File: src/rtl/ps2_pkg.sv
// Shared PS/2 host-transmit definitions: FSM states, command/response
// byte constants, frame bit positions and the odd-parity helper.
package ps2_pkg;

  typedef enum logic [2:0] {
    IDLE      = 3'd0,
    INHIBIT   = 3'd1,
    SEND      = 3'd2,
    ACK       = 3'd3,
    WAIT_IDLE = 3'd4
  } ps2_state_e;

  localparam logic [7:0] PS2_CMD_SET_LED = 8'hED;
  localparam logic [7:0] PS2_CMD_ENABLE  = 8'hF4;
  localparam logic [7:0] PS2_CMD_RESET   = 8'hFF;
  localparam logic [7:0] PS2_RSP_ACK     = 8'hFA;
  localparam logic [7:0] PS2_RSP_RESEND  = 8'hFE;

  // Bit-counter value seen at the fall that drives parity.
  localparam logic [3:0] BIT_PARITY = 4'd8;

  // Odd parity: the 9-bit {parity, data} word carries an odd number of ones.
  function automatic logic odd_parity(input logic [7:0] b);
    return ~^b;
  endfunction

endpackage

File: src/rtl/ps2_line_sync.sv
// Two-flop synchroniser for W raw PS/2 lines. Line 0 additionally keeps one
// more history flop so a falling edge on it yields a single-cycle strobe.
// Flops reset to 1 (idle bus level) so reset never fakes an edge.
module ps2_line_sync #(
  parameter int unsigned W = 1
) (
  input  logic         clk_i,
  input  logic         rst_i,
  input  logic [W-1:0] line_i,
  output logic [W-1:0] sync_o,
  output logic         fall_o
);

  logic [W-1:0] meta_q;
  logic [W-1:0] sync_q;
  logic         prev_q;

  // Shift raw lines through two flops; remember previous synced level of line 0.
  always_ff @(posedge clk_i) begin
    if (rst_i) begin
      meta_q <= {W{1'b1}};
      sync_q <= {W{1'b1}};
      prev_q <= 1'b1;
    end else begin
      meta_q <= line_i;
      sync_q <= meta_q;
      prev_q <= sync_q[0];
    end
  end

  assign sync_o = sync_q;
  assign fall_o = prev_q & ~sync_q[0];

endmodule

File: src/rtl/ps2_host_tx.sv
// PS/2 host-to-device transmitter. Pulls clock low for request-to-send,
// shifts a byte + odd parity + stop out on device clock falls, checks the
// device ACK and reports done / error (NACK or timeout).
// Optional macro PS2_TX_RETRY_EN: retry a failed frame up to two more times
// with the same latched byte before reporting error.
module ps2_host_tx
  import ps2_pkg::*;
#(
  parameter int unsigned INHIBIT_CYCLES = 5000,
  parameter int unsigned TIMEOUT_CYCLES = 1000000
) (
  input  logic       clk,
  input  logic       rst,
  input  logic       tx_valid,
  input  logic [7:0] tx_data,
  output logic       tx_ready,
  input  logic       ps2_clk_in,
  input  logic       ps2_data_in,
  output logic       ps2_clk_oe,
  output logic       ps2_data_oe,
  output logic       busy,
  output logic       done,
  output logic       error
);

  localparam int unsigned CNT_MAX = (TIMEOUT_CYCLES > INHIBIT_CYCLES) ? TIMEOUT_CYCLES : INHIBIT_CYCLES;
  localparam int unsigned CNT_W   = $clog2(CNT_MAX + 1);
  localparam logic [CNT_W-1:0] CNT_ONE  = CNT_W'(1);
  localparam logic [CNT_W-1:0] INH_LAST = CNT_W'(INHIBIT_CYCLES - 1);
  localparam logic [CNT_W-1:0] INH_HOLD = CNT_W'(INHIBIT_CYCLES);
  localparam logic [CNT_W-1:0] TO_LAST  = CNT_W'(TIMEOUT_CYCLES - 1);

  ps2_state_e       state_q, state_d;
  logic [CNT_W-1:0] cnt_q, cnt_d;
  logic [3:0]       bit_q, bit_d;
  logic [7:0]       byte_q, byte_d;
  logic             par_q, par_d;
  logic             clk_oe_q, clk_oe_d;
  logic             data_oe_q, data_oe_d;
  logic             done_q, done_d;
  logic             error_q, error_d;
  logic             ready_q, ready_d;
  logic             busy_q, busy_d;
`ifdef PS2_TX_RETRY_EN
  logic [1:0]       retry_q, retry_d;
`endif

  logic [1:0] line_sync_s;
  logic       clk_fall_s;
  logic       clk_sync_s;
  logic       data_sync_s;
  logic       timeout_s;
  logic       fail_s;

  // Line 0 is the PS/2 clock (edge-detected), line 1 is data (sync only).
  ps2_line_sync #(.W(2)) u_sync (
    .clk_i  (clk),
    .rst_i  (rst),
    .line_i ({ps2_data_in, ps2_clk_in}),
    .sync_o (line_sync_s),
    .fall_o (clk_fall_s)
  );

  assign clk_sync_s  = line_sync_s[0];
  assign data_sync_s = line_sync_s[1];

  // Next-state and registered-output logic of the transmit FSM.
  always_comb begin
    state_d   = state_q;
    cnt_d     = cnt_q;
    bit_d     = bit_q;
    byte_d    = byte_q;
    par_d     = par_q;
    clk_oe_d  = clk_oe_q;
    data_oe_d = data_oe_q;
    done_d    = 1'b0;
    error_d   = 1'b0;
    fail_s    = 1'b0;
`ifdef PS2_TX_RETRY_EN
    retry_d   = retry_q;
`endif
    timeout_s = (cnt_q == TO_LAST);

    case (state_q)
      IDLE: begin
        clk_oe_d  = 1'b0;
        data_oe_d = 1'b0;
        if (tx_valid && ready_q) begin
          byte_d   = tx_data;
          par_d    = odd_parity(tx_data);
          state_d  = INHIBIT;
          clk_oe_d = 1'b1;
          cnt_d    = {CNT_W{1'b0}};
`ifdef PS2_TX_RETRY_EN
          retry_d  = 2'd0;
`endif
        end else begin
          cnt_d = cnt_q;
        end
      end

      INHIBIT: begin
        clk_oe_d = 1'b1;
        if (cnt_q == INH_HOLD) begin
          // Start bit has been held with the clock low for one cycle: release clock.
          clk_oe_d  = 1'b0;
          data_oe_d = 1'b1;
          state_d   = SEND;
          cnt_d     = {CNT_W{1'b0}};
          bit_d     = 4'd0;
        end else begin
          cnt_d = cnt_q + CNT_ONE;
          if (cnt_q == INH_LAST) begin
            data_oe_d = 1'b1;
          end else begin
            data_oe_d = 1'b0;
          end
        end
      end

      SEND: begin
        if (timeout_s) begin
          fail_s = 1'b1;
        end else begin
          cnt_d = cnt_q + CNT_ONE;
          if (clk_fall_s) begin
            bit_d = bit_q + 4'd1;
            if (bit_q < BIT_PARITY) begin
              data_oe_d = ~byte_q[bit_q[2:0]];
            end else if (bit_q == BIT_PARITY) begin
              data_oe_d = ~par_q;
            end else begin
              // Stop bit: release data and wait for the device ACK.
              data_oe_d = 1'b0;
              state_d   = ACK;
            end
          end else begin
            bit_d = bit_q;
          end
        end
      end

      ACK: begin
        if (timeout_s) begin
          fail_s = 1'b1;
        end else begin
          cnt_d = cnt_q + CNT_ONE;
          if (clk_fall_s) begin
            if (!data_sync_s) begin
              state_d = WAIT_IDLE;
            end else begin
              fail_s = 1'b1;
            end
          end else begin
            state_d = ACK;
          end
        end
      end

      WAIT_IDLE: begin
        if (timeout_s) begin
          fail_s = 1'b1;
        end else begin
          cnt_d = cnt_q + CNT_ONE;
          if (clk_sync_s && data_sync_s) begin
            done_d  = 1'b1;
            state_d = IDLE;
          end else begin
            state_d = WAIT_IDLE;
          end
        end
      end

      default: begin
        state_d   = IDLE;
        clk_oe_d  = 1'b0;
        data_oe_d = 1'b0;
      end
    endcase

    // NACK and timeout share one exit path.
    if (fail_s) begin
`ifdef PS2_TX_RETRY_EN
      if (retry_q != 2'd2) begin
        retry_d   = retry_q + 2'd1;
        state_d   = INHIBIT;
        clk_oe_d  = 1'b1;
        data_oe_d = 1'b0;
        cnt_d     = {CNT_W{1'b0}};
      end else begin
        state_d   = IDLE;
        clk_oe_d  = 1'b0;
        data_oe_d = 1'b0;
        error_d   = 1'b1;
      end
`else
      state_d   = IDLE;
      clk_oe_d  = 1'b0;
      data_oe_d = 1'b0;
      error_d   = 1'b1;
`endif
    end else begin
      error_d = 1'b0;
    end

    // Ready only once the done/error pulse cycle has passed.
    ready_d = (state_d == IDLE) && !done_d && !error_d;
    busy_d  = (state_d != IDLE);
  end

  // State and output registers with synchronous reset.
  always_ff @(posedge clk) begin
    if (rst) begin
      state_q   <= IDLE;
      cnt_q     <= {CNT_W{1'b0}};
      bit_q     <= 4'd0;
      byte_q    <= 8'h00;
      par_q     <= 1'b0;
      clk_oe_q  <= 1'b0;
      data_oe_q <= 1'b0;
      done_q    <= 1'b0;
      error_q   <= 1'b0;
      ready_q   <= 1'b1;
      busy_q    <= 1'b0;
`ifdef PS2_TX_RETRY_EN
      retry_q   <= 2'd0;
`endif
    end else begin
      state_q   <= state_d;
      cnt_q     <= cnt_d;
      bit_q     <= bit_d;
      byte_q    <= byte_d;
      par_q     <= par_d;
      clk_oe_q  <= clk_oe_d;
      data_oe_q <= data_oe_d;
      done_q    <= done_d;
      error_q   <= error_d;
      ready_q   <= ready_d;
      busy_q    <= busy_d;
`ifdef PS2_TX_RETRY_EN
      retry_q   <= retry_d;
`endif
    end
  end

  assign tx_ready    = ready_q;
  assign busy        = busy_q;
  assign done        = done_q;
  assign error       = error_q;
  assign ps2_clk_oe  = clk_oe_q;
  assign ps2_data_oe = data_oe_q;

endmodule

File: config.mk
export PLATFORM = sky130hd
export DESIGN_NAME = ps2_host_tx
export DESIGN_NICKNAME = d
export VERILOG_FILES = /design/src/rtl/ps2_pkg.sv /design/src/rtl/ps2_line_sync.sv /design/src/rtl/ps2_host_tx.sv
export SDC_FILE = /design/constraint.sdc
export NUM_CORES = 1
export LEC_CHECK = 0
export ABC_AREA = 1
export ABC_CLOCK_PERIOD_IN_PS = 2400
export CORE_UTILIZATION = 55
export DETAILED_ROUTE_END_ITERATION = 8
export PLACE_DENSITY_LB_ADDON = 0.2
export SLEW_MARGIN = 25
export SYNTH_ARGS = -nofsm -noshare
export SYNTH_HDL_FRONTEND = slang
export SYNTH_SLANG_ARGS = --single-unit
export TNS_END_PERCENT = 30
File: constraint.sdc
create_clock -name clk -period 2.4 [get_ports clk]
set_input_delay 0.48 -clock clk [delete_from_list [all_inputs] [get_ports clk]]
set_output_delay 0.48 -clock clk [all_outputs]
set_load 0.01 [all_outputs]
Word-level counts from Yosys, hierarchy flattened. Index checks and enable logic that the tools add are counted.

Register bits: 47. Bits of input ports: 13. Output and inout port bits: 6. Logic and storage cells: 98.

Add/subtract/negate cells: 2. Magnitude comparators: 2. Equality and inequality tests: 13. Multiplexer cells: 42. Bitwise gates (word level): 5. Reductions and logical operators: 20.

Operator list (count): $mux W20 (3); $pmux W20 S3 (1); $eq A20 B13 Y1 const B (2); $mux W3 (12); $add A20 B1 Y20 const B (1); $eq A20 B20 Y1 const B (1); $mux W1 (17); $pmux W3 S5 (1); $mux W4 (3); $ne A2 B2 Y1 const B (5); $pmux W4 S2 (1); $reduce_xnor A8 Y1 (1); $eq A3 B2 Y1 const B (2); $logic_not A3 Y1 (2); $pmux W1 S3 (2); $reduce_and A3 Y1 (2); $reduce_bool A3 Y1 (2); $reduce_or A2 Y1 (3); $add A4 B1 Y4 const B (1); $eq A4 B4 Y1 const B (1); $logic_and A1 B1 Y1 (4); $lt A3 B4 Y1 const B (1); $lt A4 B4 Y1 const B (1); $not A1 Y1 (4); 10 further kinds (11).

Depth between registers and ports, before layout.
Depth after elaboration: 10. Mapped depth: 11. Mapped depth without buffers: 11.

Cells and area by module. Synthesis repeated with hierarchy kept, for this count alone.

Cell total of the unflattened synthesis: 445. Area, all modules: 2842.7 µm².

Modules (own cells, without submodules): ps2_host_tx (times used 1, cells an instance 427, area each 2693.8 µm², sequential area each 840.8 µm²); ps2_line_sync (times used 1, cells an instance 18, area each 148.9 µm², sequential area each 100.1 µm²).

Least setup slack after synthesis. No wires, ideal clock.

Path kind: register to register. Start: reg cnt_q[0]. End: reg cnt_q[18]. Setup time: 0.111 ns. Arrival: 1.515 ns. Data required time: 2.289 ns. Path slack: 0.774 ns. Stages on the path, launching flop included: 11. Buffers on the path: 0. Period minus slack after synthesis: 1.626 ns. Path through: dfxtp_1 > ha_1 > nand3_1 > nor2_4 > nand2_1 > nor2_4 > nand3_1 > nor2_1 > nand3_1 > nand2_1 > nor2_1.

Cells in the longest elaborated chain, start to end: 3. Elaborated cells between the ends (all ways): 8. Those cells by class: 1 x add/sub; 3 x eq/ne; 3 x mux; 1 x reduce/logical.

RTL lines: from (decl) (line ps2_host_tx.sv:34) `logic [CNT_W-1:0] cnt_q, cnt_d;`; from (signal assigned) (line ps2_host_tx.sv:215) `cnt_q <= {CNT_W{1'b0}};`; from (signal assigned) (line ps2_host_tx.sv:230) `cnt_q <= cnt_d;`; $add A20 B1 Y20 (tied with other cells); $mux W20 (tied with other cells) (line ps2_host_tx.sv:122, ps2_host_tx.sv:144, ps2_host_tx.sv:161); $pmux W20 S3 or $reduce_and A3 Y1 (tied branches).

Parallel ways exist; a longest one is shown, timed or not. The select of a mux whose other input is x is not followed. A chain may end at the register's enable or synchronous reset.

Final worst setup path.
Start: reg cnt_q[1]. End: reg cnt_q[18].

Same word-level chain as after synthesis.

==> reports/metrics.cfg <==
[floorplan]
placementRows = 24
design.die.area_um2 = 5100
ios = 19
initial_utilization_pct = 58.8
core_area_um2 = 4500
die_width_um = 71.4
die-height_um = 71.4

[setup_path]
crit_path_start_kind = flip-flop
critical-path-max-stage-delay_ns = 0.39
critical_path.cell_chain = ha_1 > nand3_1 > nor2_4 > nand2_1 > nor2_4 > nand3_1 > nor2_1 > nand3_1 > nand2_1 > nor2_1
timing.reg2reg.setup_slack_ns = 0.44
cp-end-kind = flip-flop
crit_fanout = 6
criticalPathCategory = flip-flop to flip-flop
cpMaxStageDelayCell = dfxtp_1
critPathArrivalTime_ns = 2.17
cpMostUsedCell = nand3_1
cp_required_ns = 2.62

[sta]
period_share_pct = 81.5
report.final.setup_viol = 0
tightest_slew_ns = 0.389
fmax_mhz = 511
final_sum_of_negative_setup_slack_ns = 0
final.setup_skew_ns = 0.0104
slew_viol_final = 0
timing.final.hold_violations = 0
rsz0062_at_grt = no
relSlewSlack_pct = 73.9
finalWorstPathRequiredPeriod_ns = 1.96

[detailed_routing]
drt_drc_violations_left = 0
detail_route.vias_per_cell = 5.45
antenna_left = 0
total_routed_wirelength_um = 6270
drt_iter0_markers = 304
drt_first_pass_iters = 5
via_count = 2664
wire_per_inst_um = 12.8

[power_and_ir_drop]
leakagePower_nw = 1.23
power-per-cell-area_nw_per_um2 = 498
peak_vdd_ir_mv = 0.310

[clocking]
clkSinkCount = 47
worst_skew_pair.late_latency_ns = 0.31
cts_max_path_buffers = 2
clkSlewWorstSetupHoldPaths_ns = 0.09
cts_tree = built
tritoncts.num_buffers = 5
cts.root.buffer_cell = clkbuf_8
post_cts_buffers = 0
postCtsHoldBufs = 0
htreeDepth = 2
ctsResizeCount = 0

[global_routing]
grt_antenna_before_repair = 0
grt_overflow = 0
grt_max_degree = 20
grt_first_pass_wirelength_um = 10600
grtUsageTotal_pct = 26.5
most_used_routing_layer_in_global_routing = met2
groute.layer.met1.usage_pct = 33.4
met2_usage_pct = 44.1
first_global_vias = 2438
grt.met3_usage_pct = 5.91

[synthesis]
synth_warnings = 0
synth.ff_latch_count = 47
synth.avg_cell_area_um2 = 6.45
synth_cells = 411
synth_nets = 428
syn-cell-area_um2 = 2650
count_of_unique_library_cells_instantiated_by_yosys = 27
seq_area_frac_synth_pct = 35.5

[placement]
dp_hpwl_um = 4640
place.port_buffers = 18
gp_congestion = 0.936

[final_layout]
n_antenna_cell = 0
postLayoutCoreUtil_pct = 66.5
area.growth.synth_to_final_pct = 13.0
post_route_cells_drive_above_1_share_pct = 6.64
num-nets-final = 453

[outcome]
status = completed

[job]
maxCapViolCount = 0

[hold_path]
min_path_type = flip-flop to flip-flop

## critical path, delay by kind of cell (launching register included)
kind,cells,cell delay [ns]
fa+ha+maj,1,0.21
simple gates,9,1.26
flops,1,0.39
## where the power goes
part           switching [mW]  internal (mW)
logic                   0.108         0.0735
clock network           0.285          0.204
registers              0.0133          0.807
## layout by cell type (no fill, tap or decap), drive strengths merged
master,netlist,final
or2,4,4
nor3,10,10
nor2,71,71
ha,4,4
buf,1,5
nand2,100,100
dfxtp,47,47
nand3,35,35
clkdlybuf4s50,0,18
o21bai,4,4
o211ai,4,4
xor2,3,3
o21ai,19,19
nand3b,2,2
a21oi,25,25
clkbuf,4,6
clkinv,0,1
inv,60,60
a211oi,1,1
clkinvlp,0,1
xnor2,8,8
nand4,9,9
## cell families (layout without fill, tap and decap cells)
| logic type | Yosys count | in the layout | synth area share (%) |
|---|---|---|---|
| fa+ha+maj | 4 | 4 | 1.89 |
| flops | 47 | 47 | 35.5 |
| compound gates | 53 | 53 | 11.0 |
| simple gates | 231 | 231 | 38.6 |
| xor+xnor | 11 | 11 | 3.64 |
| buf+inv | 65 | 91 | 9.35 |
## path summary, 6_finish.rpt
path	startpoint	endpoint	cells past startpoint
worst min-delay path	u_sync.meta_q[0]	u_sync.sync_o[0]	1
worst max-delay path	cnt_q[1]	cnt_q[18]	10
worst max register to register	cnt_q[1]	cnt_q[18]	10
worst min register to register	u_sync.meta_q[0]	u_sync.sync_o[0]	1
## state kept, by name, summed over array words and instances (netlist names)
register / flops
byte_q: 8
tx_ready: 1
error: 1
ps2_data_oe: 1
ps2_clk_oe: 1
state_q: 3
busy: 1
done: 1
u_sync.prev_q: 1
u_sync.sync_o: 2
u_sync.meta_q: 2
par_q: 1
cnt_q: 20
bit_q: 4
## layout make-up
class                           instances  area (um2)
Multi-Input combinational cell        299        1460
Sequential cell                        47         941
Tap cell                               52        65.1
Timing Repair Buffer                   23         218
Clock buffer                            6        72.6
Inverter                               60         225
Clock inverter                          2        12.5
Fill cell                             403        1510
## metal layers
| metal | vias up | share of wire [%] | routed length (um) |
|---|---|---|---|
| met5 | - | 0 | 0 |
| met4 | 0 | 2.0 | 124 |
| met3 | 16 | 5.4 | 341 |
| met2 | 96 | 47 | 2960 |
| met1 | 1198 | 45 | 2840 |
| li1 | 1354 | - | - |
## cells in the mapped netlist (all sizes together)
master | number | area (um2)
o21bai | 4 | 30.0
or2 | 4 | 25.0
nand4 | 9 | 71.3
nor2 | 71 | 297
ha | 4 | 50.1
xor2 | 3 | 26.3
xnor2 | 8 | 70.1
nor3 | 10 | 55.1
clkbuf | 4 | 15.0
nand2 | 100 | 385
o211ai | 4 | 30.0
o21ai | 19 | 98.9
dfxtp | 47 | 941
buf | 1 | 7.51
a21oi | 25 | 125
a211oi | 1 | 7.51
nand3b | 2 | 15.0
inv | 60 | 225
nand3 | 35 | 175
## stage by stage
stage	total power [mW]	cell area, um2	setup slack [ns]	hold WS (ns)	cells
after floorplan	0.947	2650	0.774	0.389	411
after global placement	1.01	2910	0.373	0.391	481
after detailed placement	1.02	2910	0.341	0.403	481
after CTS	1.50	3000	0.476	0.427	489
after global routing	1.55	3000	0.219	0.458	489
final	1.49	3000	0.444	0.422	489
No activity file was read; power rests on OpenSTA's default activity.
